[config.mk]
export PLATFORM = sky130hd
export DESIGN_NAME = sap_ctrl_seq
export DESIGN_NICKNAME = d
export VERILOG_FILES = /design/src/rtl/sap_ctrl_seq.sv
export SDC_FILE = /design/constraint.sdc
export NUM_CORES = 1
export LEC_CHECK = 0
export ABC_AREA = 1
export CAP_MARGIN = 20
export CORE_MARGIN = 4
export CORE_UTILIZATION = 27
export CTS_BUF_LIST = sky130_fd_sc_hd__clkbuf_8 sky130_fd_sc_hd__clkbuf_16
export CTS_CLUSTER_SIZE = 40
export DETAILED_ROUTE_END_ITERATION = 8
export PLACE_DENSITY = 0.78
export REMOVE_ABC_BUFFERS = 1
export SETUP_SLACK_MARGIN = 0.15
export SYNTH_ARGS = -nofsm -noshare
export SYNTH_HDL_FRONTEND = slang
export SYNTH_SLANG_ARGS = --single-unit
[constraint.sdc]
create_clock -name clk -period 1.03 [get_ports clk]
set_input_delay 0.103 -clock clk [delete_from_list [all_inputs] [get_ports clk]]
set_output_delay 0.103 -clock clk [all_outputs]
set_load 0.05 [all_outputs]
[src/rtl/sap_ctrl_seq.sv]
// Fetch/decode/execute sequencer for the 16-bit SAP core; owns every datapath strobe and bus-source select.
// Optional build macro SAP_SINGLE_STEP_EN adds a step_req input that gates each instruction start in T0.
module sap_ctrl_seq #(
    parameter int DATA_W = 16,
    parameter int OPC_W  = 4
) (
    input  logic              clk,
    input  logic              rst,
    input  logic [DATA_W-1:0] ir_out,
    input  logic              carry_flag,
    input  logic              zero_flag,
`ifdef SAP_SINGLE_STEP_EN
    input  logic              step_req,
`endif
    output logic              pc_out,
    output logic              pc_inc,
    output logic              pc_load,
    output logic              mar_write,
    output logic              ram_out,
    output logic              ram_write,
    output logic              ir_write,
    output logic              ir_addr_out,
    output logic              a_write,
    output logic              a_out,
    output logic              b_write,
    output logic              alu_out,
    output logic              alu_sub,
    output logic              flags_write,
    output logic              out_write,
    output logic              halted,
    output logic [2:0]        t_step
);

    typedef enum logic [2:0] {
        ST_T0   = 3'd0,
        ST_T1   = 3'd1,
        ST_T2   = 3'd2,
        ST_T3   = 3'd3,
        ST_T4   = 3'd4,
        ST_HALT = 3'd7
    } state_t;

    localparam logic [OPC_W-1:0] OP_LDA = OPC_W'(1);
    localparam logic [OPC_W-1:0] OP_ADD = OPC_W'(2);
    localparam logic [OPC_W-1:0] OP_SUB = OPC_W'(3);
    localparam logic [OPC_W-1:0] OP_STA = OPC_W'(4);
    localparam logic [OPC_W-1:0] OP_LDI = OPC_W'(5);
    localparam logic [OPC_W-1:0] OP_JMP = OPC_W'(6);
    localparam logic [OPC_W-1:0] OP_JC  = OPC_W'(7);
    localparam logic [OPC_W-1:0] OP_JZ  = OPC_W'(8);
    localparam logic [OPC_W-1:0] OP_OUT = OPC_W'(14);
    localparam logic [OPC_W-1:0] OP_HLT = OPC_W'(15);

    state_t           state_reg;
    state_t           state_next;
    logic [OPC_W-1:0] opcode;
    logic             go;
    logic             unused_ir_bits;

    assign opcode         = ir_out[DATA_W-1 -: OPC_W];
    // The address/immediate field travels to the bus through the IR itself, not through this block.
    assign unused_ir_bits = ^ir_out[DATA_W-OPC_W-1:0];

`ifdef SAP_SINGLE_STEP_EN
    assign go = step_req;
`else
    assign go = 1'b1;
`endif

    always_ff @(posedge clk or posedge rst) begin
        if (rst) begin
            state_reg <= ST_T0;
        end else begin
            state_reg <= state_next;
        end
    end

    always_comb begin
        state_next  = state_reg;
        pc_out      = 1'b0;
        pc_inc      = 1'b0;
        pc_load     = 1'b0;
        mar_write   = 1'b0;
        ram_out     = 1'b0;
        ram_write   = 1'b0;
        ir_write    = 1'b0;
        ir_addr_out = 1'b0;
        a_write     = 1'b0;
        a_out       = 1'b0;
        b_write     = 1'b0;
        alu_out     = 1'b0;
        alu_sub     = 1'b0;
        flags_write = 1'b0;
        out_write   = 1'b0;
        halted      = (state_reg == ST_HALT);
        t_step      = state_reg;

        // Reset silences every strobe combinationally so an abort takes effect before the next edge.
        if (!rst) begin
            unique case (state_reg)
                ST_T0: begin
                    if (go) begin
                        pc_out     = 1'b1;
                        mar_write  = 1'b1;
                        state_next = ST_T1;
                    end
                end
                ST_T1: begin
                    ram_out    = 1'b1;
                    ir_write   = 1'b1;
                    pc_inc     = 1'b1;
                    state_next = ST_T2;
                end
                ST_T2: begin
                    state_next = ST_T0;
                    case (opcode)
                        OP_LDA, OP_ADD, OP_SUB, OP_STA: begin
                            ir_addr_out = 1'b1;
                            mar_write   = 1'b1;
                            state_next  = ST_T3;
                        end
                        OP_LDI: begin
                            ir_addr_out = 1'b1;
                            a_write     = 1'b1;
                        end
                        OP_JMP: begin
                            ir_addr_out = 1'b1;
                            pc_load     = 1'b1;
                        end
                        OP_JC: begin
                            ir_addr_out = carry_flag;
                            pc_load     = carry_flag;
                        end
                        OP_JZ: begin
                            ir_addr_out = zero_flag;
                            pc_load     = zero_flag;
                        end
                        OP_OUT: begin
                            a_out     = 1'b1;
                            out_write = 1'b1;
                        end
                        OP_HLT: state_next = ST_HALT;
                        default: ;
                    endcase
                end
                ST_T3: begin
                    state_next = ST_T0;
                    case (opcode)
                        OP_LDA: begin
                            ram_out = 1'b1;
                            a_write = 1'b1;
                        end
                        OP_ADD, OP_SUB: begin
                            ram_out    = 1'b1;
                            b_write    = 1'b1;
                            state_next = ST_T4;
                        end
                        OP_STA: begin
                            a_out     = 1'b1;
                            ram_write = 1'b1;
                        end
                        default: ;
                    endcase
                end
                ST_T4: begin
                    alu_out     = 1'b1;
                    a_write     = 1'b1;
                    flags_write = 1'b1;
                    alu_sub     = (opcode == OP_SUB);
                    state_next  = ST_T0;
                end
                ST_HALT: state_next = ST_HALT;
                default: state_next = ST_T0;
            endcase
        end
    end

endmodule
==> results of run 1 <==
per-stage QoR:
| stage | area, um2 | hold slack (ns) | setup slack [ns] | cells | setup TNS [ns] |
|---|---|---|---|---|---|
| 3_5_place_dp | 1040 | 0.551 | -0.577 | 138 | -7.87 |
| 2_1_floorplan | 404 | -0.104 | -1.64 | 74 | -18.84 |
| 4_1_cts | 1260 | 0.350 | -0.652 | 149 | -9.10 |
| 3_3_place_gp | 1040 | 0.517 | -0.510 | 138 | -7.37 |
kinds of logic after synthesis:
group | synth area share [%]
flip-flops | 17.2
AND/OR/NAND/NOR | 52.3
AO/OA/AOI/OAI | 12.9
buffers and inverters | 17.5
repair_timing:
item	in CTS
buffers inserted	7
setup endpoints to repair	22
resized for setup	42
endpoints found under the hold margin	0
cloned	0
pin swaps	18
==> results.toml, run 1 <==
[clock_network]
root_buffer = "clkbuf_8"
clk_path_buf_depth = 2
cts_hold_buf = 0
cts_sinks = 3
cts_buffers = 3
cts_max_level = 1

[synth]
synth_top_area_share_pct = 17.2
seq_area_frac_synth_pct = 17.2
avgSynthCellArea_um2 = 5.58
ys_top_cells_by_area = "dfrtp_1 (17%), nand2_1 (17%), nor2_1 (11%), inv_1 (10%), nand3_1 (8.0%)"
synthFlopType = "dfrtp_1"
synth.largest_area_cell = "dfrtp_1"
synthArstFlopShare_pct = 100
yosys-top-cells-count = "nand2_1 (20), nor2_1 (13), inv_1 (12), nand3_1 (7), o21ai_0 (5)"
ys_ff_latch = 3
ys_warn_count = 0
synth_cells = 78
syn_area_um2 = 435
synth.most_common_cell = "nand2_1"
synth_edf_count = 0
netlist-cell-type-count = 20

[place]
hpwlAfterDp_um = 1330
portBuffers = 26
gp_congestion = 0.848

[outcome]
firstError = "[ERROR DPL-0038] Utilization greater than 100%, impossible to legalize"
lastStage = "5_1_grt"
status = "aborted with a tool error"

[floorplanning]
ios = 39
die_height_um = 48.2
start_util_pct = 28.9
rows = 14
die_x_um = 48.2

[timing]
worstEndpointType = "primary output"
crit_endpoint = "mar_write"

[grt]
grt_start_max_net_pins = 10
==> run 2, diff against run 1 <==
==> config.mk (replaced) <==
export PLATFORM = sky130hd
export DESIGN_NAME = sap_ctrl_seq
export DESIGN_NICKNAME = d
export VERILOG_FILES = /design/src/rtl/sap_ctrl_seq.sv
export SDC_FILE = /design/constraint.sdc
export NUM_CORES = 1
export LEC_CHECK = 0
export ABC_AREA = 1
export CAP_MARGIN = 20
export CORE_AREA = 4 4 65 67
export DETAILED_ROUTE_END_ITERATION = 8
export DIE_AREA = 0 0 69 71
export PLACE_DENSITY_LB_ADDON = 0.15
export REMOVE_ABC_BUFFERS = 1
export SYNTH_ARGS = -nofsm -noshare
export SYNTH_HDL_FRONTEND = slang
export SYNTH_SLANG_ARGS = --single-unit
==> constraint.sdc (replaced) <==
create_clock -name clk -period 1.35 [get_ports clk]
set_input_delay 0.135 -clock clk [delete_from_list [all_inputs] [get_ports clk]]
set_output_delay 0.135 -clock clk [all_outputs]
set_load 0.05 [all_outputs]
==> run 2 against run 1 <==
Net effect: the flow now finishes, with violations (setup timing); synthesized cell count unchanged; synthesized area stayed put.
==> results.toml, run 2 <==
[outcome]
status = "complete, but fails checks"
violations = "setup timing"

[synth]
netlist-cell-type-count = 20
ys_warn_count = 0
seq_area_frac_synth_pct = 17.2
synth.most_common_cell = "nand2_1"
avgSynthCellArea_um2 = 5.58
syn_area_um2 = 435
synth_cells = 78
ys_ff_latch = 3
synth.largest_area_cell = "dfrtp_1"
synth_edf_count = 0
synth_top_area_share_pct = 17.2
synthArstFlopShare_pct = 100
yosys-top-cells-count = "nand2_1 (20), nor2_1 (13), inv_1 (12), nand3_1 (7), o21ai_0 (5)"
ys_top_cells_by_area = "dfrtp_1 (17%), nand2_1 (17%), nor2_1 (11%), inv_1 (10%), nand3_1 (8.0%)"
synthFlopType = "dfrtp_1"

[clock_network]
clk_pin_slew_ns = 0.03
clk_path_buf_depth = 2
cts_sinks = 3
cts_max_level = 1
cts_tree = "done"
root_buffer = "clkbuf_8"
clock_latency_ns = 0.21
cts_hold_buf = 0
cts_buffers = 3

[route]
dr.max_layer_used = "met4"
first_iter_violations = 16
wl_met2_um = 978
routed_wl_um = 1770
drc = 0
via_per_inst = 3.75
wl_per_cell_um = 9.74
route.met3.wl_um = 86
wl_met1_um = 700
ant_nets = 0
drt_first_pass_iters = 4
vias = 682

[timing]
tightest_slew_ns = 0.346
setup_viol = 15
worst_slack_ns = -0.237
hold_ws_ns = 0.224
slew_headroom_pct = 76.9
period_share_pct = 118
hold_viol = 0
rsz0062_at_grt = "yes"
fin_crit_ns = 1.59
drv_slew = 0
fmax_ghz = 0.630
setup_tns_ns = -2.05
skew_ns = 0.000617

[min_path]
hp-class = "input pin to asynchronous set/reset pin"

[critical_path]
crit_family = "flip-flops"
crit_end = "a_write"
max_stage_delay_ns = 0.43
ff2ff_path_depth = 7
worstPathCellList = "buf_6, nor3_4, nand4_1, o21ai_1, buf_4, buf_12"
ff2ff_setup_slack_ns = 0.12
path_buf_inv = 3
cp_data_required_time_ns = 1.22
end_kind = "output pin"
cp.depth = 6
criticalPathCategory = "register to output pin"
worstPathArrival_ns = 1.45
critPathMaxFanout = 4
cp-start-kind = "register"
crit-reg2reg-launch = "t_step[1]"
rr_endpoint = "t_step[0]"
crit_path_start = "t_step[0]"
critPathSlowestCell = "dfrtp_2"

[place]
hpwlAfterDp_um = 1410
portBuffers = 26
gp_congestion = 0.746
dp.cells = 173

[grt]
grt_start_max_net_pins = 8
antenna_found_initial = 0
grtUsageTotal_pct = 7.80
gr-total-overflow = 0
grt_pass1_vias = 739
grt_pass1_wl_um = 3220

[layout]
n_antenna_cell = 0
final_nets = 155
seq_area_um2 = 77.6
multiInputGateArea_um2 = 399
mostFrequentLayoutCell = "buf_4"
largest_reg_flops = 3
final_cells = 182
synthToLayoutAreaGrowth_pct = 205
utilization_pct = 36.5
mostFrequentLayoutCells = "buf_4 (22), buf_12 (19), nand2_1 (18)"
drive_gt1_share_pct = 58.2
num-fill-cells = 400

[floorplanning]
ios = 39
rows = 22
die-area_mm2 = 0.00490
die_x_um = 69
die_height_um = 71
core_area_mm2 = 0.00363
start_util_pct = 12.0

[pwr]
power_density_mw_per_mm2 = 1430
leakagePower_uw = 0.000608
ir_drop_mv = 0.529

[job]
maxCapViolCount = 0
[run 2: final cells by class]
type,count,area share (%)
flip-flops and latches,3,5.85
well taps,48,4.53
multi-input cells,59,30.1
inverters,12,3.40
clock buffers,4,3.40
repair buffers,56,52.7
[run 2: metrics by stage]
step                      setup slack [ns]  instance area, um2  total power, uW
after floorplan                      -1.35                 404              723
after global placement              -0.292                1100             1370
after detailed placement            -0.304                1100             1370
after CTS                           -0.248                1240             1780
after global routing                -0.337                1330             2000
final                               -0.237                1330             1900
[run 2: what timing repair did]
action,CTS,global route
setup endpoints to repair,15,16
setup buffers,3,2
pin swaps,10,9
gates resized for setup,28,18
[run 2: logic make-up (layout without fill, tap and decap cells)]
family / count (synthesis) / count (layout) / synth area share [%]
compound gates: 10 / 10 / 12.9
flops: 3 / 3 / 17.2
simple gates: 49 / 49 / 52.3
buf+inv: 16 / 72 / 17.5
[run 2: worst min-delay path, stage by stage]
cell           delay, ns
dlygate4sd2_1       0.30
inv_1               0.15
buf_4               0.17
[run 2: worst min path at each step]
stage	startpoint	to
after floorplan	rst	t_step[0]
after global placement	rst	t_step[1]
after detailed placement	rst	t_step[1]
after CTS	rst	t_step[1]
after global routing	rst	t_step[0]
final	rst	t_step[1]
[run 2: routing by layer]
layer	global-route usage (%)	up-vias
met1	8.24	308
met5	0	-
met3	2.41	2
met4	3.90	0
met2	14.0	16
li1	-	356
[run 2: power breakdown]
group,internal (uW),switching (uW),total [uW]
clock,201,57.4,259
combinational,691,774,1460
sequential,128,47.4,175
total,1020,879,1900
(Power assumes the default switching activity.)
==> run 3, diff against run 2 <==
--- a/config.mk
+++ b/config.mk
@@ -12,6 +12,7 @@
 export DIE_AREA = 0 0 69 71
 export PLACE_DENSITY_LB_ADDON = 0.15
 export REMOVE_ABC_BUFFERS = 1
+export SLEW_MARGIN = 10
 export SYNTH_ARGS = -nofsm -noshare
 export SYNTH_HDL_FRONTEND = slang
 export SYNTH_SLANG_ARGS = --single-unit
==> results of run 3 <==
The final DEF is identical to that of run 2; final timing and power are the same.
==> run 4, diff against run 3 <==
==> constraint.sdc (replaced) <==
create_clock -name clk -period 2 [get_ports clk]
set_input_delay 0.2 -clock clk [delete_from_list [all_inputs] [get_ports clk]]
set_output_delay 0.2 -clock clk [all_outputs]
set_load 0.05 [all_outputs]
==> run 4 against run 3 <==
Net effect: the flow now finishes without violations; worst hold slack better by 0.31 ns; critical path type unchanged; first-iteration DRC count up 130%; global-route usage down 1.7 points; combinational power down 57%; final area down 28%; sequential share of layout area up 2.0 points; highest routed layer is now met3; count of clock-buffer cells in the layout unchanged.
==> results.toml, run 4 (synthesized netlist as in run 2, its figures left out) <==
[pwr]
total_power_uw = 937
power_density_mw_per_mm2 = 982
leakagePower_uw = 0.000436
ir_drop_mv = 0.397

[timing]
fin_crit_ns = 1.83
hold_viol = 0
drv_slew = 0
rsz0062_at_grt = "no"
setup_viol = 0
skew_ns = 0.000204
tightest_slew_ns = 0.502
setup_tns_ns = 0
fmax_ghz = 0.546
worst_slack_ns = 0.170
period_share_pct = 91.5
slew_headroom_pct = 66.4

[clock_network]
clk_pin_slew_ns = 0.03
cts_tree = "done"
root_buffer = "clkbuf_8"
cts_max_level = 1
cts_sinks = 3
cts_buffers = 3
cts_setup_buffers = 0
clock_latency_ns = 0.21
clk_path_buf_depth = 2
cts_hold_buf = 0

[route]
routed_wl_um = 1450
ant_nets = 0
drc = 0
drt_first_pass_iters = 4
via_per_inst = 3.57
wl_per_cell_um = 9.26
vias = 560
first_iter_violations = 36

[place]
hpwlAfterDp_um = 1280
gp_congestion = 0.753
portBuffers = 26
dpl_worst_slack_ns = 0.167

[grt]
grt_pass1_wl_um = 2530
grt_pass1_vias = 566
gr-total-overflow = 0
antenna_found_initial = 0
grtUsageTotal_pct = 6.09
grt_start_max_net_pins = 10

[layout]
drive_gt1_share_pct = 27.5
seq_area_um2 = 75.1
largest_reg_flops = 3
utilization_pct = 26.3
multiInputGateArea_um2 = 284
synthToLayoutAreaGrowth_pct = 119
final_nets = 130
num-fill-cells = 428
n_antenna_cell = 0
mostFrequentLayoutCell = "nand2_1"
mostFrequentLayoutCells = "nand2_1 (20), buf_12 (15), nor2_1 (13)"

[critical_path]
cp-start-kind = "register"
end_kind = "output pin"
crit_family = "buffers and inverters"
critPathSlowestCell = "clkdlybuf4s50_1"
worstPathArrival_ns = 1.63
worstPathCellList = "clkdlybuf4s50_1"
critPathMaxFanout = 9
cp_data_required_time_ns = 1.80
criticalPathCategory = "register to output pin"
path_buf_inv = 1
max_stage_delay_ns = 0.88

[floorplanning]
rows = 22
core_area_mm2 = 0.00363
die_x_um = 69
die_height_um = 71
die-area_mm2 = 0.00490
start_util_pct = 12.0
ios = 39

[outcome]
status = "finished, final reports clean"

[min_path]
hp-class = "input pin to asynchronous set/reset pin"

[job]
maxCapViolCount = 0
run 4: changes by cell type in the layout (fill, tap and decap cells not counted), moves of 3 or more:
cell	change
nor2_1	+5
inv_1	+3
buf_6	-8
nand3_1	+3
clkdlybuf4s50_1	+8
buf_4	-16
dlygate4sd2_1	-5
nor2_4	-4
inv_2	-3
buf_12	-4
run 4: path summary, 6_finish.rpt:
kind / start / end / slack, ns / cells after the start
min in group clk: t_step[1] / t_step[1] / 0.65 / 2
max in group asynchronous: rst / t_step[2] / 1.36 / 3
min reg2reg: t_step[1] / t_step[1] / 0.65 / 2
max reg2reg: t_step[0] / t_step[2] / 0.80 / 6
min: rst / t_step[0] / 0.53 / 3
max: t_step[0] / t_step[0] / 0.17 / 1
run 4: final cells by class:
class | instances | area share (%)
repair buffers | 31 | 46.7
clock buffers | 4 | 4.72
flip-flops and latches | 3 | 7.86
inverters | 12 | 4.72
multi-input cells | 59 | 29.8
well taps | 48 | 6.29
run 4: power by group:
group / internal [uW] / leakage [uW] / switching (uW)
clock: 136 / 0.0000228 / 36.1
sequential: 81.8 / 0.0000389 / 54.0
combinational: 254 / 0.000374 / 376
run 4: repair_timing:
action,in CTS,in global routing
hold endpoints to repair,0,0
endpoints found under the setup margin,0,1
resized for setup,0,1
run 4: metrics by stage:
| step | cells | cell area (um2) | hold WS, ns |
|---|---|---|---|
| CTS | 157 | 955 | 0.533 |
| floorplan | 74 | 404 | -0.00714 |
| global placement | 153 | 910 | 0.641 |
| detailed placement | 153 | 910 | 0.646 |
| global route | 157 | 955 | 0.578 |
| finish | 157 | 955 | 0.531 |
run 4: layer usage:
layer	vias up	wire (um)	part of all wire (%)	global-route usage, %
li1	305	-	-	-
met1	239	626	43	7.06
met2	16	717	49	10.4
met3	0	110	7.6	2.70
met4	0	0	0	1.30
met5	-	0	0	0
